`src/rtl/regfile_mult_seq_if.sv`:
```
// regfile_mult_seq_if: command, pipeline, memory and register-file signals of the transfer sequencer
interface regfile_mult_seq_if;
  logic start;
  logic is_load;
  logic [15:0] reg_list;
  logic [31:0] base_addr;
  logic busy;
  logic done;
  logic stall;
  logic pl_write;
  logic [3:0] pl_wrAddr;
  logic [31:0] pl_wrData;
  logic mem_req;
  logic mem_we;
  logic [31:0] mem_addr;
  logic [31:0] mem_wdata;
  logic mem_ack;
  logic [31:0] mem_rdata;
  logic rf_rmEn;
  logic [3:0] rf_rdAddrm;
  logic [31:0] rf_rdDatam;
  logic rf_write;
  logic [3:0] rf_wrAddr;
  logic [31:0] rf_wrData;
  modport slave (
    input start, is_load, reg_list, base_addr, pl_write, pl_wrAddr, pl_wrData,
          mem_ack, mem_rdata, rf_rdDatam,
    output busy, done, stall, mem_req, mem_we, mem_addr, mem_wdata,
           rf_rmEn, rf_rdAddrm, rf_write, rf_wrAddr, rf_wrData
  );
  modport master (
    output start, is_load, reg_list, base_addr, pl_write, pl_wrAddr, pl_wrData,
           mem_ack, mem_rdata, rf_rdDatam,
    input busy, done, stall, mem_req, mem_we, mem_addr, mem_wdata,
          rf_rmEn, rf_rdAddrm, rf_write, rf_wrAddr, rf_wrData
  );
endinterface

```
`src/rtl/regfile_mult_seq.sv`:
```
// regfile_mult_seq: walks a register list, moving one register per memory access (load/store multiple)
module regfile_mult_seq (
  input logic clk,
  input logic rst,
  regfile_mult_seq_if.slave b
);
  typedef enum logic [2:0] {IDLE, RD, MEM_W, MEM_R, WB, DONE} state_t;
  state_t state, nxt;
  logic [15:0] mask, rest;
  logic [31:0] cnt, wdata, rdata;
  logic [3:0] cur;
  logic idle, wb, step;
  always_comb begin
    cur = '0;
    for (int i = 15; i >= 0; i--) if (mask[i]) cur = i[3:0];
  end
  assign rest = mask & ~(16'd1 << cur);
  assign idle = state == IDLE;
  assign wb = state == WB;
  assign step = (state == MEM_W && b.mem_ack) || wb;
  always_comb begin
    nxt = state;
    case (state)
      IDLE: if (b.start) nxt = b.reg_list == '0 ? DONE : b.is_load ? MEM_R : RD;
      RD: nxt = MEM_W;
      MEM_W: if (b.mem_ack) nxt = rest != '0 ? RD : DONE;
      MEM_R: if (b.mem_ack) nxt = WB;
      WB: nxt = rest != '0 ? MEM_R : DONE;
      default: nxt = IDLE;
    endcase
  end
  always_ff @(posedge clk) begin
    if (rst) begin
      state <= IDLE;
      mask <= '0;
      cnt <= '0;
      wdata <= '0;
      rdata <= '0;
    end else begin
      state <= nxt;
      if (idle && b.start) begin
        mask <= b.reg_list;
        cnt <= b.base_addr;
      end
      if (state == RD) wdata <= b.rf_rdDatam;
      if (state == MEM_R && b.mem_ack) rdata <= b.mem_rdata;
      if (step) begin
        mask <= rest;
        cnt <= cnt + 32'd4;
      end
    end
  end
  assign b.busy = !idle;
  assign b.stall = !idle;
  assign b.done = state == DONE;
  assign b.mem_req = state == MEM_W || state == MEM_R;
  assign b.mem_we = state == MEM_W;
  assign b.mem_addr = b.mem_req ? cnt : '0;
  assign b.mem_wdata = b.mem_we ? wdata : '0;
  assign b.rf_rmEn = state == RD;
  assign b.rf_rdAddrm = state == RD ? cur : '0;
  // the pipeline owns the write port only while idle
  assign b.rf_write = idle ? b.pl_write : wb;
  assign b.rf_wrAddr = idle ? b.pl_wrAddr : wb ? cur : '0;
  assign b.rf_wrData = idle ? b.pl_wrData : wb ? rdata : '0;
endmodule

```
`src/flat_wrapper.sv`:
```
// flat-port wrapper written by rule: the top's interface ports become plain ports
module regfile_mult_seq_flat 
  (clk, rst, b_start, b_is_load, b_reg_list, b_base_addr, b_pl_write, b_pl_wrAddr, b_pl_wrData, b_mem_ack, b_mem_rdata, b_rf_rdDatam, b_busy, b_done, b_stall, b_mem_req, b_mem_we, b_mem_addr, b_mem_wdata, b_rf_rmEn, b_rf_rdAddrm, b_rf_write, b_rf_wrAddr, b_rf_wrData);
  regfile_mult_seq_if b_i ();
  input logic clk;
  input logic rst;
  input wire logic [$bits(b_i.start)-1:0] b_start;
  input wire logic [$bits(b_i.is_load)-1:0] b_is_load;
  input wire logic [$bits(b_i.reg_list)-1:0] b_reg_list;
  input wire logic [$bits(b_i.base_addr)-1:0] b_base_addr;
  input wire logic [$bits(b_i.pl_write)-1:0] b_pl_write;
  input wire logic [$bits(b_i.pl_wrAddr)-1:0] b_pl_wrAddr;
  input wire logic [$bits(b_i.pl_wrData)-1:0] b_pl_wrData;
  input wire logic [$bits(b_i.mem_ack)-1:0] b_mem_ack;
  input wire logic [$bits(b_i.mem_rdata)-1:0] b_mem_rdata;
  input wire logic [$bits(b_i.rf_rdDatam)-1:0] b_rf_rdDatam;
  output wire logic [$bits(b_i.busy)-1:0] b_busy;
  output wire logic [$bits(b_i.done)-1:0] b_done;
  output wire logic [$bits(b_i.stall)-1:0] b_stall;
  output wire logic [$bits(b_i.mem_req)-1:0] b_mem_req;
  output wire logic [$bits(b_i.mem_we)-1:0] b_mem_we;
  output wire logic [$bits(b_i.mem_addr)-1:0] b_mem_addr;
  output wire logic [$bits(b_i.mem_wdata)-1:0] b_mem_wdata;
  output wire logic [$bits(b_i.rf_rmEn)-1:0] b_rf_rmEn;
  output wire logic [$bits(b_i.rf_rdAddrm)-1:0] b_rf_rdAddrm;
  output wire logic [$bits(b_i.rf_write)-1:0] b_rf_write;
  output wire logic [$bits(b_i.rf_wrAddr)-1:0] b_rf_wrAddr;
  output wire logic [$bits(b_i.rf_wrData)-1:0] b_rf_wrData;
  assign b_i.start = b_start;
  assign b_i.is_load = b_is_load;
  assign b_i.reg_list = b_reg_list;
  assign b_i.base_addr = b_base_addr;
  assign b_i.pl_write = b_pl_write;
  assign b_i.pl_wrAddr = b_pl_wrAddr;
  assign b_i.pl_wrData = b_pl_wrData;
  assign b_i.mem_ack = b_mem_ack;
  assign b_i.mem_rdata = b_mem_rdata;
  assign b_i.rf_rdDatam = b_rf_rdDatam;
  assign b_busy = b_i.busy;
  assign b_done = b_i.done;
  assign b_stall = b_i.stall;
  assign b_mem_req = b_i.mem_req;
  assign b_mem_we = b_i.mem_we;
  assign b_mem_addr = b_i.mem_addr;
  assign b_mem_wdata = b_i.mem_wdata;
  assign b_rf_rmEn = b_i.rf_rmEn;
  assign b_rf_rdAddrm = b_i.rf_rdAddrm;
  assign b_rf_write = b_i.rf_write;
  assign b_rf_wrAddr = b_i.rf_wrAddr;
  assign b_rf_wrData = b_i.rf_wrData;
  regfile_mult_seq u_core (.clk(clk), .rst(rst), .b(b_i));
endmodule
```
`config.mk`:
```
export PLATFORM = sky130hd
export DESIGN_NAME = regfile_mult_seq_flat
export DESIGN_NICKNAME = d
export VERILOG_FILES = /design/src/rtl/regfile_mult_seq_if.sv /design/src/rtl/regfile_mult_seq.sv /design/src/flat_wrapper.sv
export SDC_FILE = /design/constraint.sdc
export NUM_CORES = 1
export LEC_CHECK = 0
export ABC_AREA = 1
export CORE_UTILIZATION = 43
export DETAILED_ROUTE_END_ITERATION = 8
export PLACE_DENSITY = 0.91
export SLEW_MARGIN = 20
export SYNTH_ARGS = -nofsm -noshare
export SYNTH_HDL_FRONTEND = slang
export SYNTH_SLANG_ARGS = --single-unit
```
`constraint.sdc`:
```
create_clock -name clk -period 2.4 [get_ports clk]
set_input_delay 0.24 -clock clk [delete_from_list [all_inputs] [get_ports clk]]
set_output_delay 0.24 -clock clk [all_outputs]
set_load 0.1 [all_outputs]
```
==> results of run 1 <==
==> worst max-delay path by stage <==
stage                     slack [ns]  cells past startpoint              to            start
after floorplan                -0.48                      7  b_mem_addr[10]  u_core.state[1]
after global placement          0.11                     13  u_core.cnt[30]    u_core.cnt[2]
after detailed placement        0.02                     13  u_core.cnt[30]    u_core.cnt[3]
after CTS                      0.004                     16  u_core.cnt[31]    u_core.cnt[3]
after global routing           -0.21                     16  u_core.cnt[25]    u_core.cnt[2]
final                          -0.02                     12  u_core.cnt[30]   u_core.cnt[12]
==> metal layers <==
| metal | track usage | routed length, µm | share of wire | up-vias |
|---|---|---|---|---|
| met5 | 0 | 0 | 0 | - |
| li1 | - | - | - | 3541 |
| met4 | 0.153 | 923 | 0.037 | 0 |
| met2 | 0.597 | 13200 | 0.54 | 396 |
| met3 | 0.0866 | 1970 | 0.080 | 80 |
| met1 | 0.348 | 8550 | 0.35 | 3554 |
==> stage by stage <==
step,power (mW),hold slack (ns),cells
floorplan,4.92,0.389,923
global placement,6.21,0.457,1329
detailed placement,6.29,0.467,1329
finish,9.24,0.416,1370
global route,9.56,0.434,1370
CTS,9.10,0.402,1360
==> power groups by stage <==
| stage | combinational (mW) | clock (mW) | sequential, mW |
|---|---|---|---|
| 2_1_floorplan | 2.68 | 0 | 2.24 |
| 3_3_place_gp | 3.95 | 0 | 2.26 |
| 3_5_place_dp | 4.01 | 0 | 2.28 |
| 4_1_cts | 4.07 | 2.78 | 2.25 |
| 5_1_grt | 4.39 | 2.89 | 2.28 |
| 6_report | 4.20 | 2.77 | 2.27 |
==> repair_timing <==
action / CTS / global route
pin swaps: 5 / 15
gates resized for setup: 12 / 40
endpoints found under the setup margin: 37 / 82
hold buffers: 0 / 0
setup buffers: 1 / 10
gates cloned: 0 / 0
==> cell usage after synthesis (2+ instances only) <==
| cell | n |
|---|---|
| nand2_1 | 138 |
| inv_1 | 133 |
| o21ai_0 | 123 |
| dfxtp_1 | 115 |
| a21oi_1 | 100 |
| nor2_1 | 98 |
| clkbuf_1 | 48 |
| nand3_1 | 30 |
| a22oi_1 | 27 |
| xor2_1 | 15 |
| nand4_1 | 14 |
| inv_2 | 12 |
| nor3_1 | 9 |
| a31oi_1 | 7 |
| o21a_1 | 7 |
| o21ai_1 | 6 |
| nor2_4 | 4 |
| nor4_1 | 4 |
| buf_1 | 3 |
| nand3_4 | 3 |
| nor3_2 | 3 |
| a21oi_2 | 2 |
| a221oi_1 | 2 |
| nand3_2 | 2 |
| nor3_4 | 2 |
| nor4_2 | 2 |
| or2_2 | 2 |
| or4_1 | 2 |
==> registers in the layout, summed over array words and instances, names as in the netlist <==
register,flops
u_core.cnt,32
u_core.state,3
u_core.wdata,32
u_core.mask,16
u_core.rdata,32
==> worst min-delay path, cell delays in order <==
cell             delay [ns]
clkdlybuf4s50_1        0.40
nand2_1                0.07
a31oi_1                0.07
==> final cells by class <==
class / count / area (µm²)
multi-input cells: 610 / 3970
fillers: 750 / 2280
well taps: 180 / 225
clock buffers: 22 / 494
repair buffers: 289 / 3940
clock inverters: 9 / 149
flip-flops and latches: 115 / 2320
inverters: 145 / 556
==> logic make-up (layout without fill, tap and decap cells) <==
family / Yosys count / after routing / synth area share
compound gates: 277 / 277 / 0.244
flops: 115 / 115 / 0.374
buf+inv: 198 / 465 / 0.122
fa+ha+maj: 1 / 1 / 0.00203
simple gates: 317 / 317 / 0.237
xor+xnor: 15 / 15 / 0.0213
==> impl_metrics.json, run 1 <==
{
  "drtPass1Iterations": 6,
  "syn_inst": 923,
  "criticalPathCategory": "register to register",
  "final_cell_mix": "153 x clkdlybuf4s50_1, 130 x nand2_1, 127 x inv_1",
  "hold_viol": 0,
  "synth-seq-cells": 115,
  "final.setup.tns_ns": -0.0256,
  "violations": "negative setup slack",
  "synthDominantCellAreaShare": 0.374,
  "postPlaceCellArea_mm2": 0.0107,
  "synthToLayoutAreaGrowth_pct": 89.3,
  "start_util": 0.442,
  "rr_worst_depth": 12,
  "grt_max_degree": 71,
  "synth_fp_nets": 1078,
  "worst_pin_slew_ns": 0.662,
  "yosysWarnings": 0,
  "min-delay-start": "b_base_addr[19]",
  "cp.required_ns": 2.74,
  "max_freq_mhz": 414,
  "seqPwrFrac": 0.246,
  "worstPathArrival_ns": 2.75,
  "clk_path_buf_depth": 2,
  "whs_endpoint": "u_core.cnt[19]",
  "start_kind": "register",
  "powerDensity_mw_per_mm2": 793,
  "dp_hpwl_um": 16600,
  "drtIter0Drc": 715,
  "crit_family": "simple AND/OR/NAND/NOR gates",
  "worst_path_max_delay_cell": "dfxtp_1",
  "pre_cts_ws_ns": 0.0180,
  "layout_commonest_cell": "clkdlybuf4s50_1",
  "grt-ovfl-total": 0,
  "switching_share": 0.421,
  "die_area_mm2": 0.0148,
  "min_path_cells": 3,
  "p_clk_frac": 0.300,
  "ant_nets": 0,
  "place_congestion": 1.01,
  "layout-drive-gt1-share": 0.292,
  "grt_usage": 0.327,
  "yosysSeqAreaShare": 0.374,
  "vias": 7571,
  "period_minus_slack_ns": 2.42,
  "clk_latency_ns": 0.42,
  "ys_types": 38,
  "num-nets-final": 1333,
  "fin_area_mm2": 0.0117,
  "tritoncts": "yes",
  "clockRootBuffer": "clkbuf_16",
  "synth_edf_count": 0,
  "antenna_found_initial": 0,
  "syn_area_per_cell_um2": 6.67,
  "route.detailed.drc": 0,
  "irDropWorstVdd_mv": 0.640,
  "rsz0062_at_grt": "yes",
  "setup_slack_ns": -0.0174,
  "cp.buffers_inverters": 2,
  "htree_num_levels": 4,
  "grt_pass1_vias": 7437,
  "p_int_mw": 5.35,
  "async_reset_ff_frac": 0,
  "syn_area_mm2": 0.00615,
  "cp-end-kind": "register",
  "r2r_start": "u_core.cnt[12]",
  "p_switching_mw": 3.89,
  "ios": 265,
  "fp.dieW_um": 122,
  "cap_violations": 0,
  "wl_per_cell_um": 18.0,
  "path_cells": "inv_1, nor3_1, nand3_2, nor4_4, inv_2, nor3_4, nand3_4, nor2_4, nand4_1, xor2_1, nand2_1, a21oi_1",
  "wirelength_um": 24600,
  "cts-buffers-inserted": 17,
  "path_clk_slew_ns": 0.06,
  "outcome": "finished, violations left",
  "placementRows": 43,
  "crit_fanout": 4,
  "max_stage_delay_ns": 0.44,
  "core_area_mm2": 0.0139,
  "r2r_end": "u_core.cnt[30]",
  "cts_sinks": 115,
  "grt_first_pass_wirelength_um": 37500,
  "slew_headroom": 0.558,
  "via_per_inst": 5.53,
  "timing.final.crit_share": 1.01,
  "finalSetupViolCount": 2,
  "hold_class": "input pin to register",
  "finClkSkew_ns": 0.00933,
  "slew_viol_final": 0,
  "synth_flop_cell": "dfxtp_1",
  "synth_top_cell_by_area": "dfxtp_1",
  "die_y_um": 122,
  "p_comb_frac": 0.455,
  "post-route-util": 0.836,
  "portBuffers": 264,
  "r2r_setup_slack_ns": -0.02,
  "diodes": 0,
  "leakagePower_nw": 4.33,
  "synth_area_leaders": "dfxtp_1 37%, o21ai_0 10%, nand2_1 8.4%, a21oi_1 8.1%, inv_1 8.1%"
}
(Power assumes the default switching activity.)
==> run 2: changes to the inputs <==
--- a/config.mk
+++ b/config.mk
@@ -5,10 +5,9 @@
 export SDC_FILE = /design/constraint.sdc
 export NUM_CORES = 1
 export LEC_CHECK = 0
-export ABC_AREA = 1
 export CORE_UTILIZATION = 43
 export DETAILED_ROUTE_END_ITERATION = 8
-export PLACE_DENSITY = 0.91
+export PLACE_DENSITY = 0.92
 export SLEW_MARGIN = 20
 export SYNTH_ARGS = -nofsm -noshare
 export SYNTH_HDL_FRONTEND = slang
==> impl_metrics.json, run 2 <==
{
  "cts_sinks": 115,
  "placementRows": 43,
  "grt-ovfl-total": 0,
  "layout-drive-gt1-share": 0.234,
  "p_clk_frac": 0.206,
  "synth_edf_count": 0,
  "syn_area_per_cell_um2": 7.34,
  "grt_first_pass_wirelength_um": 35200,
  "synthDominantCellAreaShare": 0.378,
  "place_congestion": 1.04,
  "fp.dieW_um": 121,
  "p_comb_frac": 0.582,
  "finalSetupViolCount": 2,
  "ant_nets": 0,
  "cp-end-kind": "output port",
  "synth_compound_area_frac": 0.248,
  "outcome": "finished, violations left",
  "wl_per_cell_um": 18.0,
  "setup_slack_ns": -0.185,
  "syn_inst": 830,
  "start_util": 0.440,
  "yosysWarnings": 0,
  "hold_viol": 0,
  "final.setup.tns_ns": -0.316,
  "portBuffers": 264,
  "wirelength_um": 23000,
  "r2r_end": "u_core.state[2]",
  "synthToLayoutAreaGrowth_pct": 77.4,
  "core_area_mm2": 0.0138,
  "synthXorXnorAreaFrac": 0.00575,
  "dp_hpwl_um": 16200,
  "cp.required_ns": 2.16,
  "grt_max_degree": 47,
  "r2r_start": "u_core.mask[0]",
  "synth-simple-area-share": 0.307,
  "via_per_inst": 5.80,
  "synth_top_cell_by_area": "dfxtp_1",
  "htree_num_levels": 4,
  "seqPwrFrac": 0.213,
  "worst_hold_slack_ns": 0.223,
  "synthAdderAreaFrac": 0.00205,
  "criticalPathCategory": "register to output port",
  "layout_commonest_cell": "nand2_1",
  "synth_flop_cell": "dfxtp_1",
  "drtPass1Iterations": 7,
  "slew_viol_final": 0,
  "synth_area_leaders": "dfxtp_1 38%, nand2_1 12%, a21oi_1 9.1%, and2_1 6.6%, a22o_1 4.9%",
  "synth_common_cells": "188 x nand2_1, 115 x dfxtp_1, 111 x a21oi_1",
  "route.detailed.drc": 0,
  "drtIter0Drc": 704,
  "top_regs": "u_core.cnt: 32 flops, u_core.rdata: 32 flops, u_core.wdata: 32 flops",
  "switching_share": 0.475,
  "cts-buffers-inserted": 17,
  "yosysSeqAreaShare": 0.378,
  "cap_violations": 0,
  "syn_area_mm2": 0.00609,
  "grt_pass1_vias": 7025,
  "num-nets-final": 1240,
  "ios": 265,
  "powerDensity_mw_per_mm2": 1070,
  "finClkSkew_ns": 0.00700,
  "cp-endpoint": "b_rf_wrAddr[2]",
  "worst_path_max_delay_cell": "dfxtp_1",
  "tritoncts": "yes",
  "crit_fanout": 8,
  "die_area_mm2": 0.0146,
  "rsz0062_at_grt": "yes",
  "violations": "negative setup slack",
  "synth_top_family_by_area": "simple AND/OR/NAND/NOR gates",
  "die_y_um": 121,
  "synthMuxAreaShare": 0.00842,
  "timing.final.crit_share": 1.08,
  "pre_cts_ws_ns": 0.0999,
  "r2r_setup_slack_ns": 0,
  "p_switching_mw": 5.48,
  "slew_headroom": 0.633,
  "grt_usage": 0.306,
  "max_stage_delay_ns": 0.39,
  "start_kind": "register",
  "async_reset_ff_frac": 0,
  "synth-seq-cells": 115,
  "cts_hold_buf": 0,
  "worstPathArrival_ns": 2.35,
  "vias": 7413,
  "path_clk_slew_ns": 0.05,
  "period_minus_slack_ns": 2.59,
  "final_cell_mix": "188 x nand2_1, 152 x clkdlybuf4s50_1, 110 x a21oi_1",
  "clk_path_buf_depth": 2,
  "path_cells": "nor2_1, nand2_1, a21oi_1, o21ai_0, buf_4, o21ai_2, buf_12",
  "hold_class": "input pin to register",
  "clockRootBuffer": "clkbuf_16",
  "worst_pin_slew_ns": 0.546,
  "clk_latency_ns": 0.42,
  "p_int_mw": 6.05,
  "antenna_found_initial": 0,
  "crit_path_start": "u_core.mask[9]",
  "synth_fp_nets": 985,
  "synth_most_common_cell": "nand2_1",
  "ys_types": 64,
  "irDropWorstVdd_mv": 0.780,
  "rr_worst_depth": 7,
  "max_freq_mhz": 387,
  "leakagePower_nw": 4.08
}
==> run 2: cell count changes after synthesis, sizes merged, moves of 18 or more <==
cell	before	now
nand3	35	17
o21ai	129	34
a22o	0	34
inv	145	12
nor2	103	53
and2	0	64
nand2	139	188
==> run 2: critical path, delay by kind of cell (launching register included) <==
kind / cells / cell delay, ns
compound gates: 3 / 0.73
simple gates: 2 / 0.43
flops: 1 / 0.39
buf+inv: 2 / 0.38
==> run 2: final cells by class <==
cell class	instances	area, µm²
antenna	1	2.50
clock buffer	22	474
clock inverter	10	82.6
fill	854	3020
inverter	13	48.8
multi-input combinational	637	3660
sequential	115	2320
tap	180	225
timing repair buffer	301	3990
==> run 2: through the flow <==
stage / util / total power, mW / cell area, µm² / std cells
CTS: 0.774 / 11.4 / 10700 / 1278
global route: 0.781 / 11.9 / 10800 / 1278
finish: 0.781 / 11.5 / 10800 / 1279
global placement: 0.732 / 8.84 / 10100 / 1245
floorplan: - / 6.55 / 6180 / 830
detailed placement: 0.732 / 8.95 / 10100 / 1245
==> run 2: repair_timing <==
action	4_1_cts	5_1_grt
buffers inserted	1	0
pin swaps	1	2
setup endpoints to repair	7	33
gates cloned	0	0
resized for setup	7	26
==> run 2: power by group through the flow <==
| stage | clock network, mW | logic [mW] | registers [mW] |
|---|---|---|---|
| finish | 2.37 | 6.71 | 2.45 |
| global route | 2.48 | 6.96 | 2.48 |
| CTS | 2.39 | 6.56 | 2.42 |
| detailed placement | 0 | 6.50 | 2.45 |
| global placement | 0 | 6.41 | 2.43 |
| floorplan | 0 | 4.20 | 2.35 |
==> run 2: cells by family after synthesis <==
kind of cell | after synthesis
AOI/OAI and AO/OA | 238
xor gates and xnor gates | 4
muxes | 5
DFF | 115
buffers and inverters | 78
and+or+nand+nor | 389
adders and majority gates | 1
==> run 2: worst min path at each step <==
| stage | startpoint | to | slack [ns] | cells past startpoint |
|---|---|---|---|---|
| after detailed placement | u_core.wdata[1] | u_core.wdata[1] | 0.44 | 2 |
| after floorplan | b_base_addr[0] | u_core.cnt[0] | 0.38 | 2 |
| after global placement | u_core.wdata[31] | u_core.wdata[31] | 0.44 | 2 |
| after CTS | rst | u_core.wdata[18] | 0.21 | 2 |
| final | rst | u_core.wdata[18] | 0.22 | 2 |
| after global routing | rst | u_core.rdata[31] | 0.23 | 2 |
==> run 2: routing by layer <==
layer | wire (µm) | GRT usage
met1 | 8500 | 0.341
met4 | 1060 | 0.164
met3 | 1970 | 0.0865
met5 | 0 | 0
met2 | 11500 | 0.526
==> run 3: changes to the inputs <==
--- a/config.mk
+++ b/config.mk
@@ -5,9 +5,9 @@
 export SDC_FILE = /design/constraint.sdc
 export NUM_CORES = 1
 export LEC_CHECK = 0
-export CORE_UTILIZATION = 43
+export CORE_UTILIZATION = 40
 export DETAILED_ROUTE_END_ITERATION = 8
-export PLACE_DENSITY = 0.92
+export PLACE_DENSITY = 0.87
 export SLEW_MARGIN = 20
 export SYNTH_ARGS = -nofsm -noshare
 export SYNTH_HDL_FRONTEND = slang
==> impl_metrics.json, run 3 (synthesized netlist as in run 2, its figures left out) <==
{
  "grt_usage": 0.288,
  "finClkSkew_ns": 0.00499,
  "die_area_mm2": 0.0157,
  "hold_viol": 0,
  "cts_hold_buf": 0,
  "cts-buffers-inserted": 17,
  "tritoncts": "yes",
  "portBuffers": 264,
  "fp.dieW_um": 125,
  "start_util": 0.414,
  "wl_per_cell_um": 17.9,
  "ff_latch_area_mm2": 0.00230,
  "clockRootBuffer": "clkbuf_16",
  "leakagePower_nw": 4.15,
  "fillers": 971,
  "antenna_found_initial": 1,
  "drtIter0Drc": 621,
  "vias": 7285,
  "p_comb_frac": 0.582,
  "criticalPathCategory": "register to output port",
  "core_area_mm2": 0.0147,
  "layout_commonest_cell": "nand2_1",
  "switching_share": 0.470,
  "slew_viol_final": 0,
  "max_freq_mhz": 427,
  "slew_headroom": 0.658,
  "final.setup.tns_ns": 0,
  "synthToLayoutAreaGrowth_pct": 79.8,
  "grt_pass1_vias": 7026,
  "final_cell_mix": "188 x nand2_1, 152 x clkdlybuf4s50_1, 114 x dfxtp_1",
  "cp-end-kind": "output port",
  "grt_max_degree": 45,
  "ios": 265,
  "cap_violations": 0,
  "drtPass1Iterations": 8,
  "p_switching_mw": 5.55,
  "place_congestion": 0.954,
  "pre_cts_ws_ns": 0.0737,
  "hold_class": "input pin to register",
  "finalSetupViolCount": 0,
  "powerDensity_mw_per_mm2": 1080,
  "worstPathArrival_ns": 2.10,
  "path_clk_slew_ns": 0.06,
  "worst_pin_slew_ns": 0.508,
  "timing.final.crit_share": 0.977,
  "multi_input_area_mm2": 0.00367,
  "outcome": "finished, violations left",
  "start_kind": "register",
  "num-nets-final": 1251,
  "clk_path_buf_depth": 2,
  "grt-ovfl-total": 0,
  "setup_slack_ns": 0.0560,
  "ant_nets": 0,
  "layout-drive-gt1-share": 0.236,
  "period_minus_slack_ns": 2.34,
  "wirelength_um": 23200,
  "placementRows": 44,
  "violations": "design-rule violations",
  "crit_fanout": 6,
  "p_clk_frac": 0.216,
  "cp.required_ns": 2.16,
  "top_regs": "u_core.cnt: 32 flops, u_core.rdata: 32 flops, u_core.wdata: 32 flops",
  "route.detailed.drc": 15,
  "seqPwrFrac": 0.202,
  "cts_sinks": 115,
  "dp_hpwl_um": 16600,
  "die_y_um": 125,
  "grt_first_pass_wirelength_um": 35800,
  "rsz0062_at_grt": "yes",
  "via_per_inst": 5.63,
  "p_int_mw": 6.27,
  "clk_latency_ns": 0.41,
  "irDropWorstVdd_mv": 0.761,
  "htree_num_levels": 4
}
run 3: changes by cell type in the layout (fill, tap and decap cells not counted), sizes merged:
cell and delta:
buf +11, clkbuf -4, bufinv +2, clkinv +1, clkinvlp +1
run 3: area by class of cell:
type	count	share of cell area
flip-flops and latches	115	0.210
multi-input cells	637	0.336
clock inverters	14	0.0150
repair buffers	312	0.374
inverters	13	0.00480
well taps	184	0.0210
diodes	1	0.000229
clock buffers	18	0.0392
run 3: worst max-delay path: stages (launching register included):
cell	delay [ns]
dfxtp_1	0.32
buf_4	0.15
or4_1	0.54
nor2_4	0.20
o21ai_2	0.13
o21ai_4	0.16
buf_12	0.19
run 3: repair_timing:
| item | CTS | global route |
|---|---|---|
| pin swaps | 0 | 1 |
| buffers inserted | 0 | 1 |
| gates resized for setup | 10 | 13 |
| endpoints found under the setup margin | 7 | 45 |
| cloned | 0 | 0 |
run 3: metrics by stage:
stage | cells | hold slack [ns] | total power [mW] | utilization | area (µm²)
2_1_floorplan | 830 | 0.376 | 6.55 | - | 6180
3_3_place_gp | 1260 | 0.437 | 9.04 | 0.696 | 10200
3_5_place_dp | 1260 | 0.442 | 9.09 | 0.696 | 10200
4_1_cts | 1292 | 0.263 | 11.7 | 0.740 | 10900
5_1_grt | 1294 | 0.289 | 12.2 | 0.745 | 10900
6_report | 1294 | 0.273 | 11.8 | 0.745 | 10900
run 3: power by group through the flow:
stage,clock [mW],sequential [mW],combinational (mW)
5_1_grt,2.65,2.42,7.14
3_5_place_dp,0,2.42,6.67
2_1_floorplan,0,2.35,4.20
3_3_place_gp,0,2.40,6.64
4_1_cts,2.57,2.38,6.77
6_report,2.55,2.39,6.88
run 3: worst paths after layout:
check | from | slack [ns] | end | cells after the start
setup reg to reg | u_core.mask[0] | 0.09 | u_core.state[2] | 7
hold reg to reg | u_core.wdata[31] | 0.45 | u_core.wdata[31] | 2
hold / removal | rst | 0.27 | u_core.cnt[4] | 2
setup / recovery | u_core.mask[6] | 0.06 | b_rf_wrAddr[3] | 6
run 3: per-layer routing:
| layer | GRT usage | routed length, µm |
|---|---|---|
| met3 | 0.0796 | 1880 |
| met2 | 0.503 | 11600 |
| met5 | 0 | 0 |
| met4 | 0.133 | 873 |
| met1 | 0.324 | 8870 |
==> edit (settings of run 2) <==
Reset style: asynchronous (`rst`), changed in one clocked block.
--- a/src/rtl/regfile_mult_seq.sv
+++ b/src/rtl/regfile_mult_seq.sv
@@ -31,3 +31,3 @@
   end
-  always_ff @(posedge clk) begin
+  always_ff @(posedge clk or posedge rst) begin
     if (rst) begin
Behaviour: differs if rst is asserted again (counterexample within 4 cycles, from zero or initial values and one cycle with rst high); with rst held inactive, the same outputs for 4 cycles.
==> edit against run 2 <==
  * Sequential cell count is the same
  * Area after synthesis rose by 9.6%
  * Global-route usage rose by 2.5 points
  * Largest cell class unchanged
  * Worst hold slack got worse by 0.045 ns
  * Via count hardly changed
  * Clock skew is 0.0027 ns higher
  * Critical endpoint is now u_core.state[1]
  * Worst setup slack got worse by 0.11 ns
  * Non-clock buffer count rose by 38
  * Design area increased by 13%
  * The flow still finishes with violations (setup timing)
  * Wire length up 20%
Power is left out: the tool's default activity adds up to more than one toggle a clock period on the data nets, which glitch-free logic cannot reach.
==> edit: results (changes against run 2) <==
status finished, violations left; failing checks setup timing; CTS Buf Count 17 (unchanged); first-pass iteration count of the detailed router 8 (+1); clk slew on worst S/H paths 0.06 ns; GPL Wtd Cong 1.11 (+6.3%); WP data arrival 2.97 ns (+0.62 ns); synth warn 0 (unchanged); setup TNS -1.41 ns (-1.10 ns); slowest CP cell o41ai_4; CTS root buffer clkbuf_16; H-tree depth 4 (unchanged); largest net degree at the start of global routing 52 (+11%); Max FO, Critical Path 5 (-3); final setup violation count 9 (+7); DP HPWL 17.6 mm (+8.1%); initial antenna violation count 0 (unchanged); leading cell types by count after synthesis dfrtp_1, nand2_1, nor2_1, and2_1, mux2_2; first-pass GRT wire length 40.6 mm (+15%); number of inserted diodes 0 (-1); Overflow after GRT 0 (unchanged); clock latency on the worst-skew pair 0.42 ns (about the same); setup slack after placement -0.212 ns (-0.312 ns); drt first-iter violations 856 (+22%); GRT Overall Usage 33.1% (+2.5 points); layout cells sized above 1 37.6% (+14 points); R2R depth 9 (+2); vias in the first global route 7556 (+7.6%); clock skew 0.00972 ns (+0.00272 ns); syn nets 867 (-12%); delay-heaviest family, CP compound AO/OA/AOI/OAI gates; CTS Buffer Depth 2 (unchanged); Total Routed Length 27.6 mm (+20%); final-stage net count 1176 (-5.2%); Main synth FF type dfrtp_1; ranking of synthesized cells by area dfrtp_1, mux2_2, and2_1; DR vias/cell 6.07 (+4.8%); IO Port Bufs 264 (unchanged); asr flop ratio synth 100% (+100 points); Filler cells 771 (-9.7%); register area share after synthesis 43.1% (+5.3 points); final worst slack -0.296 ns (-0.111 ns); Largest stage delay, worst path 0.56 ns (+0.17 ns); Worst Hold Class in2async; worst slew pin tran 0.778 ns (+0.233 ns); top flop regs u_core.cnt x32, u_core.rdata x32, u_core.wdata x32; synth unique cells 62 (-3.1%)
-- edit: cells by family after synthesis --
kind of cell,count (synthesis),share of synthesized area (%)
and+or+nand+nor,303,23.2
AOI/OAI and AO/OA,132,13.7
DFF,115,43.1
muxes,98,15.9
buffers and inverters,62,3.75
xor gates and xnor gates,1,0.131
adders and majority gates,1,0.187
-- edit: metrics by stage --
| step | utilization [%] | instance area, µm² | cells |
|---|---|---|---|
| finish | 80.4 | 12200 | 1222 |
| global route | 80.4 | 12200 | 1222 |
| CTS | 77.7 | 11800 | 1199 |
| detailed placement | 72.2 | 11000 | 1159 |
| global placement | 72.2 | 11000 | 1159 |
| floorplan | - | 6810 | 712 |
-- edit: worst paths after layout --
path | end | startpoint | slack (ns)
worst max-delay path | u_core.state[1] | u_core.mask[5] | -0.30
worst min-delay path | u_core.wdata[26] | rst | 0.18
worst max register to register | u_core.state[1] | u_core.mask[5] | -0.30
worst min register to register | u_core.cnt[1] | u_core.cnt[1] | 0.47
max in group asynchronous | u_core.rdata[8] | rst | 1.60
min in group clk | u_core.cnt[0] | b_base_addr[0] | 0.37
-- edit: metal layers --
layer / up-vias / track usage [%] / wire length [µm]
li1: 3160 / - / -
met1: 3552 / 36.7 / 9670
met2: 572 / 58.2 / 14100
met3: 136 / 8.98 / 2590
met4: 0 / 17.1 / 1200
met5: - / 0 / 0
-- edit: repair_timing --
action,CTS,global route
pin swaps,11,18
gates cloned,0,1
setup endpoints to repair,9,52
buffers inserted,8,22
resized for setup,29,48
-- edit: layout make-up --
cell class / count / area (µm²) / area share [%]
inverter: 13 / 52.6 / 0.430
sequential: 115 / 2890 / 23.6
clock buffer: 19 / 453 / 3.71
multi-input combinational: 535 / 4010 / 32.8
tap: 188 / 235 / 1.92
timing repair buffer: 339 / 4410 / 36.1
clock inverter: 13 / 181 / 1.48
